==> src/rtl/halfband_interp_x2.sv <==
// 15-tap halfband interpolate-by-2: phase A is a 4-step time-shared MAC over the
// folded even taps, phase B is the 0.5 centre tap realised as a plain shift.
module halfband_interp_x2 #(
    parameter int WIDTH = 18,
    parameter int NTAPS = 8,
    parameter int ACCW  = 38
) (
    input  logic             sys_clk,
    input  logic             reset_n,
    input  logic             sam_clk_en,
    input  logic             sys_clk2_en,
    input  logic [WIDTH-1:0] x_in,
    output logic [WIDTH-1:0] y,
    output logic             y_phase,
    output logic             busy
);

    typedef enum logic [2:0] {IDLE, PREADD, MAC0, MAC1, MAC2, MAC3, DONE} state_t;

    localparam int HALF  = NTAPS / 2;
    localparam int PW    = 2 * WIDTH;
    localparam int SHIFT = WIDTH - 2;

    localparam logic signed [WIDTH-1:0] H0 = -18'sd348;
    localparam logic signed [WIDTH-1:0] H1 = 18'sd3274;
    localparam logic signed [WIDTH-1:0] H2 = -18'sd15925;
    localparam logic signed [WIDTH-1:0] H3 = 18'sd78535;

    localparam logic signed [ACCW-1:0] SAT_MAX = 38'sd131071;
    localparam logic signed [ACCW-1:0] SAT_MIN = -38'sd131072;

    state_t state, next_state;

    logic signed [WIDTH-1:0] x_dl [NTAPS];
    logic signed [WIDTH-1:0] p    [HALF];
    logic signed [ACCW-1:0]  acc;
    logic signed [WIDTH-1:0] a_reg, b_reg;

    logic             mac_load, mac_add, do_preadd, do_done;
    logic [1:0]       coef_sel;
    logic signed [WIDTH-1:0] mult_a, coef;
    logic signed [PW-1:0]    product;
    logic signed [ACCW-1:0]  acc_sh;
    logic signed [WIDTH-1:0] a_sat;

    // x_in is halved on entry, so its LSB never reaches the datapath
    logic unused_lsb;
    assign unused_lsb = x_in[0];

    always_ff @(posedge sys_clk or negedge reset_n) begin
        if (!reset_n) begin
            state <= IDLE;
        end else begin
            state <= next_state;
        end
    end

    // A new input always (re)starts the sequence, even mid-MAC
    always_comb begin
        next_state = state;
        if (sys_clk2_en) begin
            next_state = PREADD;
        end else begin
            case (state)
                IDLE:    next_state = IDLE;
                PREADD:  next_state = MAC0;
                MAC0:    next_state = MAC1;
                MAC1:    next_state = MAC2;
                MAC2:    next_state = MAC3;
                MAC3:    next_state = DONE;
                DONE:    next_state = IDLE;
                default: next_state = IDLE;
            endcase
        end
    end

    always_comb begin
        busy      = (state != IDLE);
        do_preadd = 1'b0;
        mac_load  = 1'b0;
        mac_add   = 1'b0;
        do_done   = 1'b0;
        coef_sel  = 2'd0;
        case (state)
            PREADD: do_preadd = 1'b1;
            MAC0:   mac_load  = 1'b1;
            MAC1:   begin mac_add = 1'b1; coef_sel = 2'd1; end
            MAC2:   begin mac_add = 1'b1; coef_sel = 2'd2; end
            MAC3:   begin mac_add = 1'b1; coef_sel = 2'd3; end
            DONE:   do_done   = 1'b1;
            default: ;
        endcase
    end

    always_comb begin
        mult_a = p[coef_sel];
        case (coef_sel)
            2'd0:    coef = H0;
            2'd1:    coef = H1;
            2'd2:    coef = H2;
            default: coef = H3;
        endcase
        product = mult_a * coef;
        acc_sh  = acc >>> SHIFT;
        a_sat   = acc_sh[WIDTH-1:0];
        if (acc_sh > SAT_MAX) begin
            a_sat = SAT_MAX[WIDTH-1:0];
        end else if (acc_sh < SAT_MIN) begin
            a_sat = SAT_MIN[WIDTH-1:0];
        end
    end

    always_ff @(posedge sys_clk or negedge reset_n) begin
        if (!reset_n) begin
            for (int k = 0; k < NTAPS; k++) x_dl[k] <= '0;
            for (int k = 0; k < HALF; k++)  p[k]    <= '0;
            acc   <= '0;
            a_reg <= '0;
            b_reg <= '0;
        end else begin
            if (sys_clk2_en) begin
                x_dl[0] <= {x_in[WIDTH-1], x_in[WIDTH-1:1]};
                for (int k = 1; k < NTAPS; k++) x_dl[k] <= x_dl[k-1];
            end
            // Symmetric taps share one product: fold the line before multiplying
            if (do_preadd) begin
                for (int k = 0; k < HALF; k++) p[k] <= x_dl[k] + x_dl[NTAPS-1-k];
            end
            if (mac_load) begin
                acc <= {{(ACCW-PW){product[PW-1]}}, product};
            end else if (mac_add) begin
                acc <= acc + {{(ACCW-PW){product[PW-1]}}, product};
            end
            if (do_done) begin
                a_reg <= a_sat;
                b_reg <= x_dl[HALF-1] <<< 1;
            end
        end
    end

    // b_reg still holds the previous window when the next input strobe arrives
    always_ff @(posedge sys_clk or negedge reset_n) begin
        if (!reset_n) begin
            y       <= '0;
            y_phase <= 1'b0;
        end else if (sam_clk_en) begin
            if (sys_clk2_en) begin
                y       <= b_reg;
                y_phase <= 1'b1;
            end else begin
                y       <= a_reg;
                y_phase <= 1'b0;
            end
        end
    end

endmodule

==> config.mk <==
export PLATFORM = sky130hd
export DESIGN_NAME = halfband_interp_x2
export DESIGN_NICKNAME = d
export VERILOG_FILES = /design/src/rtl/halfband_interp_x2.sv
export SDC_FILE = /design/constraint.sdc
export NUM_CORES = 1
export LEC_CHECK = 0
export CORE_MARGIN = 8
export CORE_UTILIZATION = 25
export DETAILED_ROUTE_END_ITERATION = 8
export GPL_ROUTABILITY_DRIVEN = 0
export GPL_TIMING_DRIVEN = 1
export PLACE_DENSITY_LB_ADDON = 0.08
export SLEW_MARGIN = 0
export SYNTH_ARGS = -nofsm -noshare
export SYNTH_HDL_FRONTEND = slang
export SYNTH_SLANG_ARGS = --single-unit
==> constraint.sdc <==
create_clock -name sys_clk -period 13.8 [get_ports sys_clk]
set_input_delay 1.38 -clock sys_clk [delete_from_list [all_inputs] [get_ports sys_clk]]
set_output_delay 1.38 -clock sys_clk [all_outputs]
set_load 0.1 [all_outputs]
==> results of run 1 <==
[worst register-to-register path, delay by kind of cell (launching register included)]
family / cells / cell delay, ns
AO/OA/AOI/OAI: 10 / 2.57
XOR/XNOR: 2 / 0.39
adder cells (fa/ha/maj): 8 / 3.82
buffers and inverters: 8 / 1.15
flip-flops: 1 / 0.47
AND/OR/NAND/NOR: 10 / 2.21
[cell type report]
| cell class | count | area, um2 | share of cell area |
|---|---|---|---|
| clock buffers | 56 | 1162 | 0.03649 |
| repair buffers | 70 | 644.4 | 0.02023 |
| inverters | 465 | 1745 | 0.05479 |
| clock inverters | 19 | 360.3 | 0.01131 |
| diodes | 3 | 7.507 | 0.0002356 |
| multi-input cells | 2045 | 18480 | 0.5800 |
| flip-flops and latches | 303 | 7582 | 0.2380 |
| well taps | 1500 | 1877 | 0.05891 |
[metal layers]
| metal | vias up | GRT usage | part of all wire |
|---|---|---|---|
| li1 | 9545 | - | - |
| met5 | - | 0 | 0 |
| met3 | 72 | 0.01528 | 0.027 |
| met1 | 9938 | 0.1835 | 0.47 |
| met2 | 204 | 0.2313 | 0.48 |
| met4 | 0 | 0.03339 | 0.024 |
[layout by cell type (no fill, tap or decap), types with 52 or more instances in the layout]
master and count:
sky130_fd_sc_hd__ha_1 227, sky130_fd_sc_hd__nand2b_1 52, sky130_fd_sc_hd__and2_1 68, sky130_fd_sc_hd__mux2_2 155
sky130_fd_sc_hd__nor2_1 129, sky130_fd_sc_hd__dfrtp_1 303, sky130_fd_sc_hd__fa_1 304, sky130_fd_sc_hd__xnor2_1 64
sky130_fd_sc_hd__a21oi_1 136, sky130_fd_sc_hd__nand2_1 294, sky130_fd_sc_hd__xor2_1 52, sky130_fd_sc_hd__inv_1 463
sky130_fd_sc_hd__o21ai_0 144
[worst min-delay path by stage]
stage | startpoint | to | slack (ns) | cells past startpoint
floorplan | a_reg[10]$_DFFE_PN0N_ | a_reg[10]$_DFFE_PN0N_ | 0.44 | 2
finish | a_reg[3]$_DFFE_PN0N_ | a_reg[3]$_DFFE_PN0N_ | 0.47 | 2
global route | p[5]$_DFFE_PN0N_ | p[5]$_DFFE_PN0N_ | 0.49 | 2
detailed placement | a_reg[1]$_DFFE_PN0N_ | a_reg[1]$_DFFE_PN0N_ | 0.46 | 2
global placement | a_reg[6]$_DFFE_PN0N_ | a_reg[6]$_DFFE_PN0N_ | 0.45 | 2
CTS | a_reg[6]$_DFFE_PN0N_ | a_reg[6]$_DFFE_PN0N_ | 0.48 | 2
[stage by stage]
| step | hold WS (ns) | std cells | instance area [um2] | utilization | setup slack, ns |
|---|---|---|---|---|---|
| 6_report | 0.4721 | 4461 | 31860 | 0.2844 | 3.111 |
| 5_1_grt | 0.4872 | 4458 | 31850 | 0.2843 | 2.337 |
| 4_1_cts | 0.4758 | 4458 | 31850 | 0.2843 | 2.974 |
| 3_5_place_dp | 0.4598 | 4383 | 30330 | 0.2707 | 3.016 |
| 3_3_place_gp | 0.4486 | 4383 | 30330 | 0.2707 | 3.053 |
| 2_1_floorplan | 0.4380 | 2905 | 28150 | - | 4.643 |
[Yosys cell counts, types with 5 or more instances]
| master | count | share of area |
|---|---|---|
| sky130_fd_sc_hd__nor4_1 | 6 | 0.0013 |
| sky130_fd_sc_hd__mux2_2 | 155 | 0.062 |
| sky130_fd_sc_hd__a21o_1 | 49 | 0.013 |
| sky130_fd_sc_hd__a22oi_1 | 6 | 0.0016 |
| sky130_fd_sc_hd__inv_1 | 463 | 0.062 |
| sky130_fd_sc_hd__xor2_1 | 52 | 0.016 |
| sky130_fd_sc_hd__nor3_1 | 30 | 0.0053 |
| sky130_fd_sc_hd__o21bai_1 | 11 | 0.0029 |
| sky130_fd_sc_hd__o31ai_1 | 21 | 0.0056 |
| sky130_fd_sc_hd__and3_1 | 25 | 0.0056 |
| sky130_fd_sc_hd__or2_2 | 11 | 0.0024 |
| sky130_fd_sc_hd__nor2b_1 | 23 | 0.0051 |
| sky130_fd_sc_hd__and2_1 | 68 | 0.015 |
| sky130_fd_sc_hd__buf_1 | 8 | 0.0011 |
| sky130_fd_sc_hd__a31oi_1 | 17 | 0.0038 |
| sky130_fd_sc_hd__buf_2 | 5 | 0.00089 |
| sky130_fd_sc_hd__nand2_1 | 295 | 0.039 |
| sky130_fd_sc_hd__nand4_1 | 6 | 0.0013 |
| sky130_fd_sc_hd__nand3_1 | 42 | 0.0075 |
| sky130_fd_sc_hd__dfrtp_1 | 303 | 0.27 |
| sky130_fd_sc_hd__a211o_1 | 10 | 0.0031 |
| sky130_fd_sc_hd__ha_1 | 227 | 0.10 |
| sky130_fd_sc_hd__nand2b_1 | 52 | 0.012 |
| sky130_fd_sc_hd__or3_1 | 15 | 0.0033 |
| sky130_fd_sc_hd__o21a_1 | 17 | 0.0045 |
| sky130_fd_sc_hd__mux2i_1 | 34 | 0.012 |
| sky130_fd_sc_hd__nor2_1 | 129 | 0.017 |
| sky130_fd_sc_hd__o21ai_0 | 144 | 0.026 |
| sky130_fd_sc_hd__clkbuf_1 | 79 | 0.011 |
| sky130_fd_sc_hd__a211oi_1 | 16 | 0.0043 |
| sky130_fd_sc_hd__nor3b_1 | 6 | 0.0016 |
| sky130_fd_sc_hd__xnor2_1 | 64 | 0.020 |
| sky130_fd_sc_hd__o211ai_1 | 10 | 0.0027 |
| sky130_fd_sc_hd__a21boi_0 | 7 | 0.0019 |
| sky130_fd_sc_hd__fa_1 | 304 | 0.22 |
| sky130_fd_sc_hd__a21oi_1 | 136 | 0.024 |
[kinds of logic (layout without fill, tap and decap cells)]
logic type	Yosys count	after routing	share of synthesized area
buffers and inverters	557	610	0.07451
muxes	191	191	0.07571
xor gates and xnor gates	117	117	0.03668
DFF	303	303	0.2694
and+or+nand+nor	724	724	0.1215
other	0	3	0
adders and majority gates	531	531	0.3171
AOI/OAI and AO/OA	482	482	0.1051
==> flow_results.xml, run 1 <==
<?xml version="1.0" encoding="UTF-8"?>
<metrics>
  <group name="cts">
    <metric name="post_cts_setup_repair_buffer_count" unit="">0</metric>
    <metric name="cts_tree" unit="">done</metric>
    <metric name="clock_tree.buffer_depth" unit="">3</metric>
    <metric name="path_clk_slew" unit="ns">0.06</metric>
    <metric name="clock_sinks" unit="">303</metric>
    <metric name="insertion_delay" unit="ns">0.61</metric>
    <metric name="num_cts_buffers" unit="">41</metric>
    <metric name="cts_root_buffer" unit="">sky130_fd_sc_hd__clkbuf_16</metric>
    <metric name="htreeDepth" unit="">2</metric>
    <metric name="cts.repair.resized" unit="">0</metric>
    <metric name="post_cts_hold_fix_bufs" unit="">0</metric>
  </group>
  <group name="die">
    <metric name="die_span_in_x" unit="um">351.5</metric>
    <metric name="floorplan.rows" unit="">123</metric>
    <metric name="die_area" unit="um2">123600</metric>
    <metric name="die_y" unit="um">351.5</metric>
    <metric name="start_util" unit="">0.2512</metric>
    <metric name="placeableCoreArea" unit="um2">112000</metric>
    <metric name="io_pins" unit="">42</metric>
  </group>
  <group name="critical_path">
    <metric name="worst-r2r-cell-count" unit="">38</metric>
    <metric name="crit_required" unit="ns">14.33</metric>
    <metric name="r2r_setup_slack" unit="ns">3.11</metric>
    <metric name="cp_endpoint_kind" unit="">flip-flop</metric>
    <metric name="category_of_the_critical_setup_timing_path" unit="">flip-flop to flip-flop</metric>
    <metric name="critical-path-max-stage-delay" unit="ns">0.58</metric>
    <metric name="worstReg2RegEnd" unit="">acc[37]$_DFFE_PN0P_</metric>
    <metric name="path_length_in_cells_of_the_critical_path" unit="">38</metric>
    <metric name="timing.critical_path.from_type" unit="">flip-flop</metric>
    <metric name="critPathArrivalTime" unit="ns">11.22</metric>
    <metric name="critical_path_endpoint" unit="">acc[37]$_DFFE_PN0P_</metric>
    <metric name="critical-path-top-delay-family" unit="">adder cells</metric>
    <metric name="cp.buffers_inverters" unit="">8</metric>
    <metric name="slowest_cell_on_crit_path" unit="">sky130_fd_sc_hd__fa_1</metric>
    <metric name="critPathMostFrequentCell" unit="">sky130_fd_sc_hd__inv_1</metric>
    <metric name="worst_r2r_startpoint" unit="">state[2]$_DFF_PN0_</metric>
    <metric name="critical_path.startpoint" unit="">state[2]$_DFF_PN0_</metric>
    <metric name="worst_path_fanout_max" unit="">39</metric>
  </group>
  <group name="yosys">
    <metric name="postSynthRegisterBits" unit="">303</metric>
    <metric name="netlist_area" unit="um2">28150</metric>
    <metric name="synth_flop_cell" unit="">sky130_fd_sc_hd__dfrtp_1</metric>
    <metric name="number_of_synthesized_flops_with_an_enable_pin" unit="">0</metric>
    <metric name="synth.avg_cell_area" unit="um2">9.689</metric>
    <metric name="yosys_warnings" unit="">0</metric>
    <metric name="synth_seq_area_share" unit="">0.2694</metric>
    <metric name="synth_cell_types" unit="">70</metric>
    <metric name="synthCells" unit="">2905</metric>
    <metric name="async_flop_share" unit="">1.000</metric>
    <metric name="synth.net_count" unit="">3458</metric>
  </group>
  <group name="global_routing">
    <metric name="grt_first_pass_wirelength" unit="um">130200</metric>
    <metric name="grt_start_max_net_pins" unit="">139</metric>
    <metric name="gr-usage-all-layers" unit="">0.1357</metric>
    <metric name="grt_total_ovfl" unit="">0</metric>
    <metric name="grt_pass1_vias" unit="">21570</metric>
    <metric name="antenna_found_initial" unit="">2</metric>
  </group>
  <group name="route">
    <metric name="antenna_violating_nets_post_route" unit="">0</metric>
    <metric name="dr.pass1.iters" unit="">5</metric>
    <metric name="finalWirelength" unit="um">81800</metric>
    <metric name="detailedRoute.firstIterationViolations" unit="">789</metric>
    <metric name="route.detailed.drc" unit="">0</metric>
    <metric name="num_vias" unit="">19760</metric>
    <metric name="wl_per_cell" unit="um">18.34</metric>
    <metric name="vias_per_cell" unit="">4.429</metric>
  </group>
  <group name="final_layout">
    <metric name="largest-register" unit="">x_dl</metric>
    <metric name="filler_cell_count" unit="">12060</metric>
    <metric name="areaGrowthSynthToFinish" unit="%">13.19</metric>
    <metric name="top_registers" unit="">x_dl: 136 flops, p: 72 flops, acc: 38 flops</metric>
    <metric name="post_route_cells_drive_above_1_share" unit="">0.09398</metric>
    <metric name="count_of_nets_after_finishing" unit="">3479</metric>
    <metric name="largest_register_ffs" unit="">136</metric>
  </group>
  <group name="sta">
    <metric name="fmaxAchievable" unit="GHz">0.09356</metric>
    <metric name="worst-slew-pin-transition" unit="ns">1.134</metric>
    <metric name="setup_viol" unit="">0</metric>
    <metric name="final.setup_skew" unit="ns">0.06147</metric>
    <metric name="grt_setup_unrepaired" unit="">false</metric>
    <metric name="slew-limit-headroom" unit="">0.2441</metric>
    <metric name="final.min_clock_period" unit="ns">10.69</metric>
    <metric name="hold_violations" unit="">0</metric>
    <metric name="report.final.slew_viol_count" unit="">0</metric>
    <metric name="post_route_fraction_of_the_period_consumed_by_the_critical_path" unit="">0.7745</metric>
    <metric name="setup_total_neg_slack" unit="ns">0</metric>
  </group>
  <group name="job">
    <metric name="cap_viol_max_count" unit="">0</metric>
  </group>
  <group name="worst_hold_path">
    <metric name="hold_class" unit="">flip-flop to flip-flop</metric>
  </group>
  <group name="placement">
    <metric name="port_buffers" unit="">40</metric>
    <metric name="hpwl" unit="um">64940</metric>
  </group>
  <group name="run_status">
    <metric name="status" unit="">complete, no violations</metric>
  </group>
</metrics>
Power of run 1 is left out: the tool's default activity adds up to more than one toggle a clock period on the data nets, which glitch-free logic cannot reach.
==> run 2: changes to the inputs <==
==> constraint.sdc (replaced) <==
create_clock -name sys_clk -period 8.77 [get_ports sys_clk]
set_input_delay 0.877 -clock sys_clk [delete_from_list [all_inputs] [get_ports sys_clk]]
set_output_delay 0.877 -clock sys_clk [all_outputs]
set_load 0.1 [all_outputs]
==> run 2 against run 1 <==
  * Sequential share of layout area decreased by 3.1 points
  * Critical path depth up 1
  * Flip-flop and latch count is the same
  * Clock skew is 0.014 ns lower
==> flow_results.xml, run 2 (same netlist as run 1, synthesis figures left out) <==
<?xml version="1.0" encoding="UTF-8"?>
<metrics>
  <group name="sta">
    <metric name="final.setup_skew" unit="ns">0.04735</metric>
    <metric name="fmaxAchievable" unit="GHz">0.1147</metric>
    <metric name="post_route_fraction_of_the_period_consumed_by_the_critical_path" unit="">0.9940</metric>
    <metric name="setup_viol" unit="">0</metric>
    <metric name="worst-slew-pin-transition" unit="ns">1.031</metric>
    <metric name="grt_setup_unrepaired" unit="">true</metric>
    <metric name="hold_violations" unit="">0</metric>
    <metric name="final.min_clock_period" unit="ns">8.717</metric>
    <metric name="report.final.slew_viol_count" unit="">0</metric>
    <metric name="slew-limit-headroom" unit="">0.3106</metric>
    <metric name="layout_setup_ws" unit="ns">0.05297</metric>
  </group>
  <group name="cts">
    <metric name="post_cts_hold_fix_bufs" unit="">0</metric>
    <metric name="insertion_delay" unit="ns">0.60</metric>
    <metric name="htreeDepth" unit="">2</metric>
    <metric name="clock_sinks" unit="">303</metric>
    <metric name="num_cts_buffers" unit="">40</metric>
    <metric name="path_clk_slew" unit="ns">0.06</metric>
    <metric name="cts_root_buffer" unit="">sky130_fd_sc_hd__clkbuf_16</metric>
    <metric name="cts_tree" unit="">done</metric>
    <metric name="clock_tree.buffer_depth" unit="">3</metric>
  </group>
  <group name="placement">
    <metric name="port_buffers" unit="">40</metric>
    <metric name="hpwl" unit="um">70900</metric>
    <metric name="post-place-ws" unit="ns">-0.6080</metric>
  </group>
  <group name="critical_path">
    <metric name="cp.buffers_inverters" unit="">9</metric>
    <metric name="worst_path_fanout_max" unit="">6</metric>
    <metric name="crit_required" unit="ns">9.29</metric>
    <metric name="critical-path-top-delay-family" unit="">adder cells</metric>
    <metric name="timing.critical_path.from_type" unit="">flip-flop</metric>
    <metric name="critPathArrivalTime" unit="ns">9.23</metric>
    <metric name="r2r_setup_slack" unit="ns">0.05</metric>
    <metric name="critical-path-max-stage-delay" unit="ns">0.54</metric>
    <metric name="cp_endpoint_kind" unit="">flip-flop</metric>
    <metric name="category_of_the_critical_setup_timing_path" unit="">flip-flop to flip-flop</metric>
    <metric name="critPathMostFrequentCell" unit="">sky130_fd_sc_hd__fa_1</metric>
    <metric name="slowest_cell_on_crit_path" unit="">sky130_fd_sc_hd__fa_1</metric>
  </group>
  <group name="job">
    <metric name="cap_viol_max_count" unit="">0</metric>
  </group>
  <group name="final_layout">
    <metric name="largest-register" unit="">x_dl</metric>
    <metric name="filler_cell_count" unit="">11690</metric>
    <metric name="post_route_cells_drive_above_1_share" unit="">0.2816</metric>
    <metric name="mostFrequentLayoutCell" unit="">sky130_fd_sc_hd__inv_1</metric>
    <metric name="insertedDiodeCount" unit="">0</metric>
    <metric name="largest_register_ffs" unit="">136</metric>
    <metric name="areaGrowthSynthToFinish" unit="%">30.34</metric>
    <metric name="highest_count_cells_in_the_layout_ignoring_fill_and_taps" unit="">sky130_fd_sc_hd__inv_1, sky130_fd_sc_hd__buf_4, sky130_fd_sc_hd__dfrtp_1</metric>
    <metric name="count_of_nets_after_finishing" unit="">3859</metric>
    <metric name="top_registers" unit="">x_dl: 136 flops, p: 72 flops, acc: 38 flops</metric>
  </group>
  <group name="global_routing">
    <metric name="antenna_found_initial" unit="">4</metric>
    <metric name="grt_start_max_net_pins" unit="">103</metric>
    <metric name="gr-usage-all-layers" unit="">0.1427</metric>
    <metric name="grt_first_pass_wirelength" unit="um">137700</metric>
    <metric name="grt_total_ovfl" unit="">0</metric>
    <metric name="grt_pass1_vias" unit="">23310</metric>
  </group>
  <group name="route">
    <metric name="detailedRoute.firstIterationViolations" unit="">755</metric>
    <metric name="vias_per_cell" unit="">4.403</metric>
    <metric name="dr.pass1.iters" unit="">5</metric>
    <metric name="route.detailed.drc" unit="">0</metric>
    <metric name="wl_per_cell" unit="um">17.95</metric>
    <metric name="finalWirelength" unit="um">86770</metric>
    <metric name="num_vias" unit="">21280</metric>
    <metric name="antenna_violating_nets_post_route" unit="">0</metric>
  </group>
  <group name="worst_hold_path">
    <metric name="hold_class" unit="">primary input to async pin</metric>
  </group>
  <group name="die">
    <metric name="die_area" unit="um2">123600</metric>
    <metric name="floorplan.rows" unit="">123</metric>
    <metric name="io_pins" unit="">42</metric>
    <metric name="placeableCoreArea" unit="um2">112000</metric>
    <metric name="die_y" unit="um">351.5</metric>
    <metric name="start_util" unit="">0.2512</metric>
    <metric name="die_span_in_x" unit="um">351.5</metric>
  </group>
  <group name="run_status">
    <metric name="status" unit="">complete, no violations</metric>
  </group>
</metrics>
[run 2: metal layers]
layer  track usage  up-vias  wire length, um
met5             0        -                0
met4       0.02384        0             1283
met3       0.01264       66             1400
met2        0.2560      159            44270
met1        0.1891    10720            39810
li1              -    10330                -
[run 2: worst register-to-register path: cells and delay by family, from the launching register on]
kind            cells  cell delay [ns]
xor+xnor            3             0.63
buf+inv             9             0.96
simple gates        8             1.10
flops               1             0.38
compound gates     11             2.00
fa+ha+maj           8             3.58
[run 2: worst paths after layout]
kind / from / to / depth (start not counted)
hold reg to reg: a_reg[7]$_DFFE_PN0N_ / a_reg[7]$_DFFE_PN0N_ / 2
max in group asynchronous: reset_n / p[50]$_DFFE_PN0N_ / 2
hold / removal: reset_n / x_dl[135]$_DFFE_PN0P_ / 1
setup / recovery: state[1]$_DFF_PN0_ / acc[35]$_DFFE_PN0P_ / 39
min in group sys_clk: a_reg[7]$_DFFE_PN0N_ / a_reg[7]$_DFFE_PN0N_ / 2
setup reg to reg: state[1]$_DFF_PN0_ / acc[35]$_DFFE_PN0P_ / 39
[run 2: what timing repair did]
item,4_1_cts,5_1_grt
resized for setup,173,240
endpoints found under the setup margin,18,22
pin swaps,69,137
setup buffers,42,33
cloned,2,0
[run 2: area by class of cell]
type / count / area, um2 / area share
Sequential cell: 303 / 7582 / 0.2067
Inverter: 465 / 1753 / 0.04778
Clock inverter: 14 / 274.0 / 0.007470
Multi-Input combinational cell: 2045 / 20090 / 0.5477
Clock buffer: 56 / 1111 / 0.03029
Tap cell: 1500 / 1877 / 0.05116
Timing Repair Buffer: 451 / 3994 / 0.1089
[run 2: metrics by stage]
step	hold slack [ns]	cells	area, um2	utilization	setup TNS [ns]
2_1_floorplan	0.4380	2905	28180	-	0
3_3_place_gp	0.4479	4696	32870	0.2933	-5.236
3_5_place_dp	0.4566	4696	32870	0.2933	-6.562
4_1_cts	0.3634	4808	35470	0.3166	-0.05096
5_1_grt	0.4112	4834	36680	0.3274	-2.958
6_report	0.3417	4834	36680	0.3274	0
Power of run 2 is left out for the same reason.
